`config.mk`:
```
export PLATFORM = sky130hd
export DESIGN_NAME = usb_dev
export DESIGN_NICKNAME = d
export VERILOG_FILES = /design/src/rtl/usb_dev.sv
export SDC_FILE = /design/constraint.sdc
export NUM_CORES = 1
export LEC_CHECK = 0
export CORE_ASPECT_RATIO = 0.8
export CORE_MARGIN = 10
export CORE_UTILIZATION = 57
export DETAILED_ROUTE_END_ITERATION = 6
export PLACE_DENSITY = 0.82
export SKIP_LAST_GASP = 1
export SYNTH_ARGS = -nofsm -noshare
export SYNTH_HDL_FRONTEND = slang
export SYNTH_SLANG_ARGS = --single-unit
export TNS_END_PERCENT = 50
```
`constraint.sdc`:
```
create_clock -name clk -period 4.1 [get_ports clk]
set_input_delay 0.615 -clock clk [delete_from_list [all_inputs] [get_ports clk]]
set_output_delay 0.615 -clock clk [all_outputs]
set_load 0.01 [all_outputs]
```
`src/rtl/usb_dev.sv`:
```
// rtl/usb_dev.sv - device-side link endpoint: serial command receiver and nibble packet transmitter
module usb_dev #(
    parameter int RAM_AW = 12
) (
    input  logic              clk,
    input  logic              rst,
    input  logic              cmd_rxd,
    output logic [31:0]       cmd,
    output logic              cmd_vld,
    output logic              cmd_err,
    input  logic              fs_send,
    input  logic [3:0]        send_btype,
    input  logic [RAM_AW-1:0] send_len,
    output logic              fd_send,
    output logic              busy,
    output logic [RAM_AW-1:0] ram_rxa,
    input  logic [7:0]        ram_rxd,
    output logic [3:0]        data_txd,
    output logic              data_txen
);

    localparam logic [15:0]       SYNC_WORD = 16'h55D5;
    localparam logic [RAM_AW-1:0] RA_ONE    = {{(RAM_AW-1){1'b0}}, 1'b1};

    typedef enum logic [1:0] {RX_HUNT, RX_CMD, RX_CHK} rx_state_t;
    typedef enum logic [2:0] {TX_IDLE, TX_PRE, TX_TYPE, TX_DATA, TX_CSUM} tx_state_t;

    rx_state_t   rx_state, rx_state_nxt;
    logic [14:0] sync_sr, sync_sr_nxt;
    logic [31:0] cmd_sr, cmd_sr_nxt;
    logic [6:0]  chk_sr, chk_sr_nxt;
    logic [4:0]  rx_cnt, rx_cnt_nxt;
    logic [31:0] cmd_nxt;
    logic        cmd_vld_nxt, cmd_err_nxt;
    logic [15:0] sync_shift;
    logic [7:0]  chk_shift;
    logic [7:0]  cmd_xor;

    assign sync_shift = {sync_sr, cmd_rxd};
    assign chk_shift  = {chk_sr, cmd_rxd};
    assign cmd_xor    = cmd_sr[31:24] ^ cmd_sr[23:16] ^ cmd_sr[15:8] ^ cmd_sr[7:0];

    always_comb begin
        rx_state_nxt = rx_state;
        sync_sr_nxt  = sync_sr;
        cmd_sr_nxt   = cmd_sr;
        chk_sr_nxt   = chk_sr;
        rx_cnt_nxt   = rx_cnt;
        cmd_nxt      = cmd;
        cmd_vld_nxt  = 1'b0;
        cmd_err_nxt  = 1'b0;
        case (rx_state)
            RX_HUNT: begin
                sync_sr_nxt = sync_shift[14:0];
                if (sync_shift == SYNC_WORD) begin
                    rx_state_nxt = RX_CMD;
                    rx_cnt_nxt   = 5'd0;
                end
            end
            RX_CMD: begin
                cmd_sr_nxt = {cmd_sr[30:0], cmd_rxd};
                rx_cnt_nxt = rx_cnt + 5'd1;
                if (rx_cnt == 5'd31) begin
                    rx_state_nxt = RX_CHK;
                    rx_cnt_nxt   = 5'd0;
                end
            end
            RX_CHK: begin
                chk_sr_nxt = chk_shift[6:0];
                rx_cnt_nxt = rx_cnt + 5'd1;
                if (rx_cnt == 5'd7) begin
                    // Clearing the sync history keeps payload bits from completing a new sync word.
                    rx_state_nxt = RX_HUNT;
                    sync_sr_nxt  = '0;
                    rx_cnt_nxt   = 5'd0;
                    if (chk_shift == cmd_xor) begin
                        cmd_nxt     = cmd_sr;
                        cmd_vld_nxt = 1'b1;
                    end else begin
                        cmd_err_nxt = 1'b1;
                    end
                end
            end
            default: rx_state_nxt = RX_HUNT;
        endcase
    end

    always_ff @(posedge clk or negedge rst) begin
        if (!rst) begin
            rx_state <= RX_HUNT;
            sync_sr  <= '0;
            cmd_sr   <= '0;
            chk_sr   <= '0;
            rx_cnt   <= '0;
            cmd      <= '0;
            cmd_vld  <= 1'b0;
            cmd_err  <= 1'b0;
        end else begin
            rx_state <= rx_state_nxt;
            sync_sr  <= sync_sr_nxt;
            cmd_sr   <= cmd_sr_nxt;
            chk_sr   <= chk_sr_nxt;
            rx_cnt   <= rx_cnt_nxt;
            cmd      <= cmd_nxt;
            cmd_vld  <= cmd_vld_nxt;
            cmd_err  <= cmd_err_nxt;
        end
    end

    tx_state_t         tx_state, tx_state_nxt;
    logic [1:0]        pre_cnt, pre_cnt_nxt;
    logic              phase, phase_nxt;
    logic [RAM_AW-1:0] byte_cnt, byte_cnt_nxt;
    logic [RAM_AW-1:0] len_q, len_q_nxt;
    logic [RAM_AW-1:0] last_idx;
    logic [RAM_AW-1:0] ram_rxa_nxt;
    logic [3:0]        btype_q, btype_q_nxt;
    logic [7:0]        csum, csum_nxt;
    logic [3:0]        lo_buf, lo_buf_nxt;
    logic [3:0]        data_txd_nxt;
    logic              data_txen_nxt;
    logic              tx_done, tx_done_nxt;
    logic              fd_send_nxt, busy_nxt;

    assign last_idx = len_q - RA_ONE;

    // Byte i is addressed on the high-nibble cycle of byte i-1, so ram_rxd holds it on its own high-nibble edge.
    always_comb begin
        tx_state_nxt  = tx_state;
        pre_cnt_nxt   = pre_cnt;
        phase_nxt     = phase;
        byte_cnt_nxt  = byte_cnt;
        len_q_nxt     = len_q;
        btype_q_nxt   = btype_q;
        csum_nxt      = csum;
        lo_buf_nxt    = lo_buf;
        ram_rxa_nxt   = ram_rxa;
        data_txd_nxt  = 4'h0;
        data_txen_nxt = 1'b0;
        tx_done_nxt   = 1'b0;
        fd_send_nxt   = tx_done;
        busy_nxt      = tx_done ? 1'b0 : busy;
        case (tx_state)
            TX_IDLE: begin
                ram_rxa_nxt = '0;
                if (fs_send) begin
                    tx_state_nxt = TX_PRE;
                    pre_cnt_nxt  = 2'd0;
                    btype_q_nxt  = send_btype;
                    len_q_nxt    = send_len;
                    csum_nxt     = 8'h00;
                    busy_nxt     = 1'b1;
                end
            end
            TX_PRE: begin
                data_txen_nxt = 1'b1;
                data_txd_nxt  = (pre_cnt == 2'd3) ? 4'hD : 4'h5;
                pre_cnt_nxt   = pre_cnt + 2'd1;
                if (pre_cnt == 2'd3) tx_state_nxt = TX_TYPE;
            end
            TX_TYPE: begin
                data_txen_nxt = 1'b1;
                data_txd_nxt  = btype_q;
                byte_cnt_nxt  = '0;
                phase_nxt     = 1'b0;
                tx_state_nxt  = (len_q == '0) ? TX_CSUM : TX_DATA;
            end
            TX_DATA: begin
                data_txen_nxt = 1'b1;
                if (!phase) begin
                    data_txd_nxt = ram_rxd[7:4];
                    lo_buf_nxt   = ram_rxd[3:0];
                    csum_nxt     = csum ^ ram_rxd;
                    phase_nxt    = 1'b1;
                    if (byte_cnt != last_idx) ram_rxa_nxt = byte_cnt + RA_ONE;
                end else begin
                    data_txd_nxt = lo_buf;
                    phase_nxt    = 1'b0;
                    byte_cnt_nxt = byte_cnt + RA_ONE;
                    if (byte_cnt == last_idx) tx_state_nxt = TX_CSUM;
                end
            end
            TX_CSUM: begin
                data_txen_nxt = 1'b1;
                if (!phase) begin
                    data_txd_nxt = csum[7:4];
                    phase_nxt    = 1'b1;
                end else begin
                    // Returning to IDLE one cycle early lets the next fs_send land on the fd_send edge.
                    data_txd_nxt = csum[3:0];
                    phase_nxt    = 1'b0;
                    tx_state_nxt = TX_IDLE;
                    tx_done_nxt  = 1'b1;
                    ram_rxa_nxt  = '0;
                end
            end
            default: tx_state_nxt = TX_IDLE;
        endcase
    end

    always_ff @(posedge clk or negedge rst) begin
        if (!rst) begin
            tx_state  <= TX_IDLE;
            pre_cnt   <= '0;
            phase     <= 1'b0;
            byte_cnt  <= '0;
            len_q     <= '0;
            btype_q   <= '0;
            csum      <= '0;
            lo_buf    <= '0;
            ram_rxa   <= '0;
            data_txd  <= '0;
            data_txen <= 1'b0;
            tx_done   <= 1'b0;
            fd_send   <= 1'b0;
            busy      <= 1'b0;
        end else begin
            tx_state  <= tx_state_nxt;
            pre_cnt   <= pre_cnt_nxt;
            phase     <= phase_nxt;
            byte_cnt  <= byte_cnt_nxt;
            len_q     <= len_q_nxt;
            btype_q   <= btype_q_nxt;
            csum      <= csum_nxt;
            lo_buf    <= lo_buf_nxt;
            ram_rxa   <= ram_rxa_nxt;
            data_txd  <= data_txd_nxt;
            data_txen <= data_txen_nxt;
            tx_done   <= tx_done_nxt;
            fd_send   <= fd_send_nxt;
            busy      <= busy_nxt;
        end
    end

endmodule

```
==> out/summary.txt <==
SYNTH
--------------------------------------------------------------------------------
Share of the synthesized area in compound gates (AO/OA/AOI/OAI)           0.0715
Ys flop type                                                        sky130_fd_sc_hd__dfrtp_1
Post-Synth XOR/XNOR Area                                                  0.0771
Total nets after synthesis                                                   740
Sequential area share after synthesis                                      0.531
Largest family of logic cells by synthesized area                   simple AND/OR/NAND/NOR gates
Flop and latch count out of synthesis                                        161
Number of standard cells after synthesis                                     702
Number of enable flip-flop cells after synthesis                               0
Adder-cell share of the synthesized area                                  0.0165
Mux share of post-synthesis cell area                                      0.132
Synthesized-area fraction occupied by and/or/nand/nor cells                0.143
Synth Warn #                                                                   0
FFs w/ async S/R, synth                                                     1.00
Number of unique standard cell types used by synthesis                        57
Average cell area after synthesis                                       10.8 um2
Synthesized area                                                        7590 um2

FLOORPLANNING
--------------------------------------------------------------------------------
Full die area                                                          18400 um2
Number of placed I/O pins                                                     81
Area inside the core boundary                                          13000 um2
Initial core utilization                                                   0.586
Overall die height                                                        123 um
Std cell rows                                                                 37
Width of the chip                                                         149 um

ROUTE
--------------------------------------------------------------------------------
Post-route ant nets                                                            0
Detailed-route wire length per cell                                      18.2 um
DRC marker count from the first detailed-route iteration                     312
Average via count per standard cell                                         5.64
Via Count                                                                   5413
First-pass DRT Iterations                                                      5
Post-detailed-routing wire length                                        17.4 mm
Remaining routing DRC violations                                               0

TIMING
--------------------------------------------------------------------------------
Slew HR                                                                    0.282
RSZ-0062 raised after global routing                                          no
Pins over their slew limit                                                     0
Tcrit/Tclk final                                                           0.780
Highest clock rate                                                       313 MHz
Post-layout minimum cycle time                                           3.20 ns
Final-report setup violation count                                             0
Final hold violation count                                                     0
Slew at the pin with the worst max-slew slack                            1.08 ns
Final total negative setup slack                                            0 ns
Skew final                                                            0.00785 ns

CTS
--------------------------------------------------------------------------------
Clock Pin Slew Worst Setup and Hold Paths                                0.06 ns
TritonCTS clock tree                                                       built
Setup Fix Bufs, Post-CTS                                                       0
PostCTS Resize Cnt                                                             0
Cts hold-fix bufs                                                              0
Number of buffers inserted during clock tree synthesis                        17
Count of clock tree sinks                                                    161
Level count of the clock H-tree                                                4
Clock latency on the worst-skew pair                                     0.43 ns
Root cell of the clock tree                                         sky130_fd_sc_hd__clkbuf_16
Worst-case clock buffer depth                                                  2

JOB
--------------------------------------------------------------------------------
Maximum Capacitance Violations                                                 0

PLACEMENT
--------------------------------------------------------------------------------
Gpl congestion                                                             0.872
Final HPWL DP                                                            12.0 mm
Placement-stage cell area                                               8500 um2
Number of I/O port buffers                                                    80

POWER AND IR DROP
--------------------------------------------------------------------------------
Share of total power in sequential cells                                   0.393
Internal power summed over all cells                                     3.91 mW
Total leakage power                                                      4.18 nW
P per Cell Area                                                       658 nW/um2
Net switching power                                                      2.14 mW
Peak VDD IR                                                               383 uV
Share of total power in the clock network                                  0.302
Switching Share                                                            0.353
Comb pwr share                                                             0.305

GRT
--------------------------------------------------------------------------------
Via count of the first global-routing pass                                  5610
Number of antenna violations at the first check in global routing              0
Maximum number of pins on one net before global-route repair                 122
GRT Residual Overflow                                                          0
Global-route wire length before repair                                   29.1 mm
Overall Global Routing Usage                                               0.197

WORST SETUP PATH
--------------------------------------------------------------------------------
Cells along the critical path                                       inv_1 > ha_1 > or3b_1 > xnor2_1 > or3_1 > a32o_1 > or4_4 > nand2_4 > mux2i_1
Startpoint types                                                            flop
Category of the worst setup path capture point                              flop
Crit path buf inv count                                                        1
Category of the critical setup timing path                               reg2reg
CP delay by family, top                                             simple AND/OR/NAND/NOR gates
Signal arrival time at the worst endpoint                                3.55 ns
Crit path max fanout                                                          12
Setup slack, reg-to-reg                                                  0.90 ns
Longest individual stage delay on the worst path                         0.58 ns
Required time of the critical path                                       4.45 ns
CP max stage cell                                                   sky130_fd_sc_hd__or4_4

CELLS AND AREA
--------------------------------------------------------------------------------
Final-stage net count                                                        810
Top library cells by usage in the layout, fill and taps aside       161 x sky130_fd_sc_hd__dfrtp_1, 134 x sky130_fd_sc_hd__nand2_1, 79 x sky130_fd_sc_hd__clkdlybuf4s50_1
Most common library cell in the layout ignoring fill and taps       sky130_fd_sc_hd__dfrtp_1
Number of antenna cells inserted                                               0
Fraction of final layout cells sized beyond drive strength 1               0.159
Finished Cell Area                                                      9180 um2
# fillers                                                                    882
Sequential cell area                                                    4030 um2
Multi-input gate area                                                   3340 um2
Synthesis-to-layout area growth                                            21.0%

OUTCOME
--------------------------------------------------------------------------------
Run status                                                          finished clean

MIN PATH
--------------------------------------------------------------------------------
Class of the tightest hold or removal check                             in2async

[stage by stage]
stage / cells / hold slack (ns) / total power [mW] / util / setup WS [ns]
final: 960 / 0.357 / 6.05 / 0.708 / 0.902
after detailed placement: 928 / 0.363 / 4.20 / 0.656 / 0.918
after global placement: 928 / 0.360 / 4.10 / 0.656 / 1.08
after global routing: 960 / 0.396 / 6.41 / 0.708 / 0.744
after CTS: 960 / 0.374 / 6.07 / 0.708 / 0.903
after floorplan: 702 / 0.319 / 3.72 / - / 1.14
[worst paths after layout]
| check | start | endpoint | cells after the start |
|---|---|---|---|
| setup / recovery | len_q[0]$_DFFE_PN0P_ | ram_rxa[4]$_DFFE_PN0P_ | 9 |
| hold / removal | rst | sync_sr[12]$_DFFE_PN0P_ | 1 |
| min in group clk | fd_send_nxt$_DFF_PN0_ | fd_send$_DFF_PN0_ | 0 |
| max in group asynchronous | rst | cmd[31]$_DFFE_PN0P_ | 2 |
| hold reg to reg | fd_send_nxt$_DFF_PN0_ | fd_send$_DFF_PN0_ | 0 |
| setup reg to reg | len_q[0]$_DFFE_PN0P_ | ram_rxa[4]$_DFFE_PN0P_ | 9 |
[final cells by class]
class	count	area share
Timing Repair Buffer	89	0.0947
Clock buffer	17	0.0463
Multi-Input combinational cell	492	0.364
Inverter	11	0.00450
Tap cell	175	0.0238
Sequential cell	161	0.439
Clock inverter	15	0.0278
[flip-flops by register name, indices dropped and copies added (netlist names), 2 cells and up]
signal / flops
data_txd: 4
len_q: 12
chk_sr: 7
sync_sr: 15
tx_state: 3
rx_state: 2
btype_q: 4
cmd_sr: 32
lo_buf: 4
cmd: 32
pre_cnt: 2
rx_cnt: 5
ram_rxa: 12
csum: 8
byte_cnt: 12
[power groups by stage]
stage / combinational, mW / clock, mW / sequential, mW
floorplan: 1.52 / 0 / 2.19
global placement: 1.74 / 0 / 2.36
detailed placement: 1.82 / 0 / 2.39
CTS: 1.85 / 1.85 / 2.37
global route: 2.06 / 1.92 / 2.43
finish: 1.84 / 1.83 / 2.38
[cell families (layout without fill, tap and decap cells)]
logic type,Yosys count,after routing
compound gates,91,91
xor+xnor,66,66
fa+ha+maj,10,10
buf+inv,49,132
flops,161,161
mux,91,91
simple gates,234,234
[synth_stat cells (2+ instances only)]
cell type | instances | area (um2)
sky130_fd_sc_hd__a21o_1 | 2 | 15.0
sky130_fd_sc_hd__a2111oi_0 | 2 | 17.5
sky130_fd_sc_hd__nand2b_1 | 3 | 18.8
sky130_fd_sc_hd__nor4bb_1 | 3 | 30.0
sky130_fd_sc_hd__nor4_1 | 3 | 18.8
sky130_fd_sc_hd__nand2_1 | 134 | 503
sky130_fd_sc_hd__nand3_1 | 15 | 75.1
sky130_fd_sc_hd__xor2_1 | 24 | 210
sky130_fd_sc_hd__nor2_1 | 34 | 128
sky130_fd_sc_hd__nor2b_1 | 6 | 37.5
sky130_fd_sc_hd__or3_1 | 2 | 12.5
sky130_fd_sc_hd__a22oi_1 | 2 | 15.0
sky130_fd_sc_hd__buf_1 | 4 | 15.0
sky130_fd_sc_hd__mux2_2 | 73 | 822
sky130_fd_sc_hd__nand4_1 | 5 | 31.3
sky130_fd_sc_hd__dfrtp_1 | 161 | 4030
sky130_fd_sc_hd__buf_6 | 2 | 22.5
sky130_fd_sc_hd__mux2i_1 | 18 | 180
sky130_fd_sc_hd__ha_1 | 10 | 125
sky130_fd_sc_hd__and3_1 | 4 | 25.0
sky130_fd_sc_hd__o21ai_0 | 45 | 225
sky130_fd_sc_hd__and2_1 | 2 | 12.5
sky130_fd_sc_hd__buf_2 | 5 | 25.0
sky130_fd_sc_hd__inv_1 | 11 | 41.3
sky130_fd_sc_hd__a32o_1 | 3 | 30.0
sky130_fd_sc_hd__a31oi_1 | 2 | 12.5
sky130_fd_sc_hd__o31ai_1 | 6 | 45.0
sky130_fd_sc_hd__or2_2 | 2 | 12.5
sky130_fd_sc_hd__nor3_1 | 6 | 30.0
sky130_fd_sc_hd__o31a_1 | 2 | 17.5
sky130_fd_sc_hd__clkbuf_1 | 25 | 93.8
sky130_fd_sc_hd__a21oi_1 | 15 | 75.1
sky130_fd_sc_hd__nor3b_1 | 2 | 15.0
sky130_fd_sc_hd__o22ai_1 | 4 | 25.0
sky130_fd_sc_hd__o211ai_1 | 3 | 22.5
sky130_fd_sc_hd__xnor2_1 | 41 | 359
[metal layers]
layer,vias up,share of wire,global-route usage
met5,-,0,0
met4,0,0.017,0.0698
met3,21,0.044,0.0522
met2,125,0.50,0.327
met1,2734,0.44,0.245
li1,2533,-,-
No activity file was read; power rests on OpenSTA's default activity.
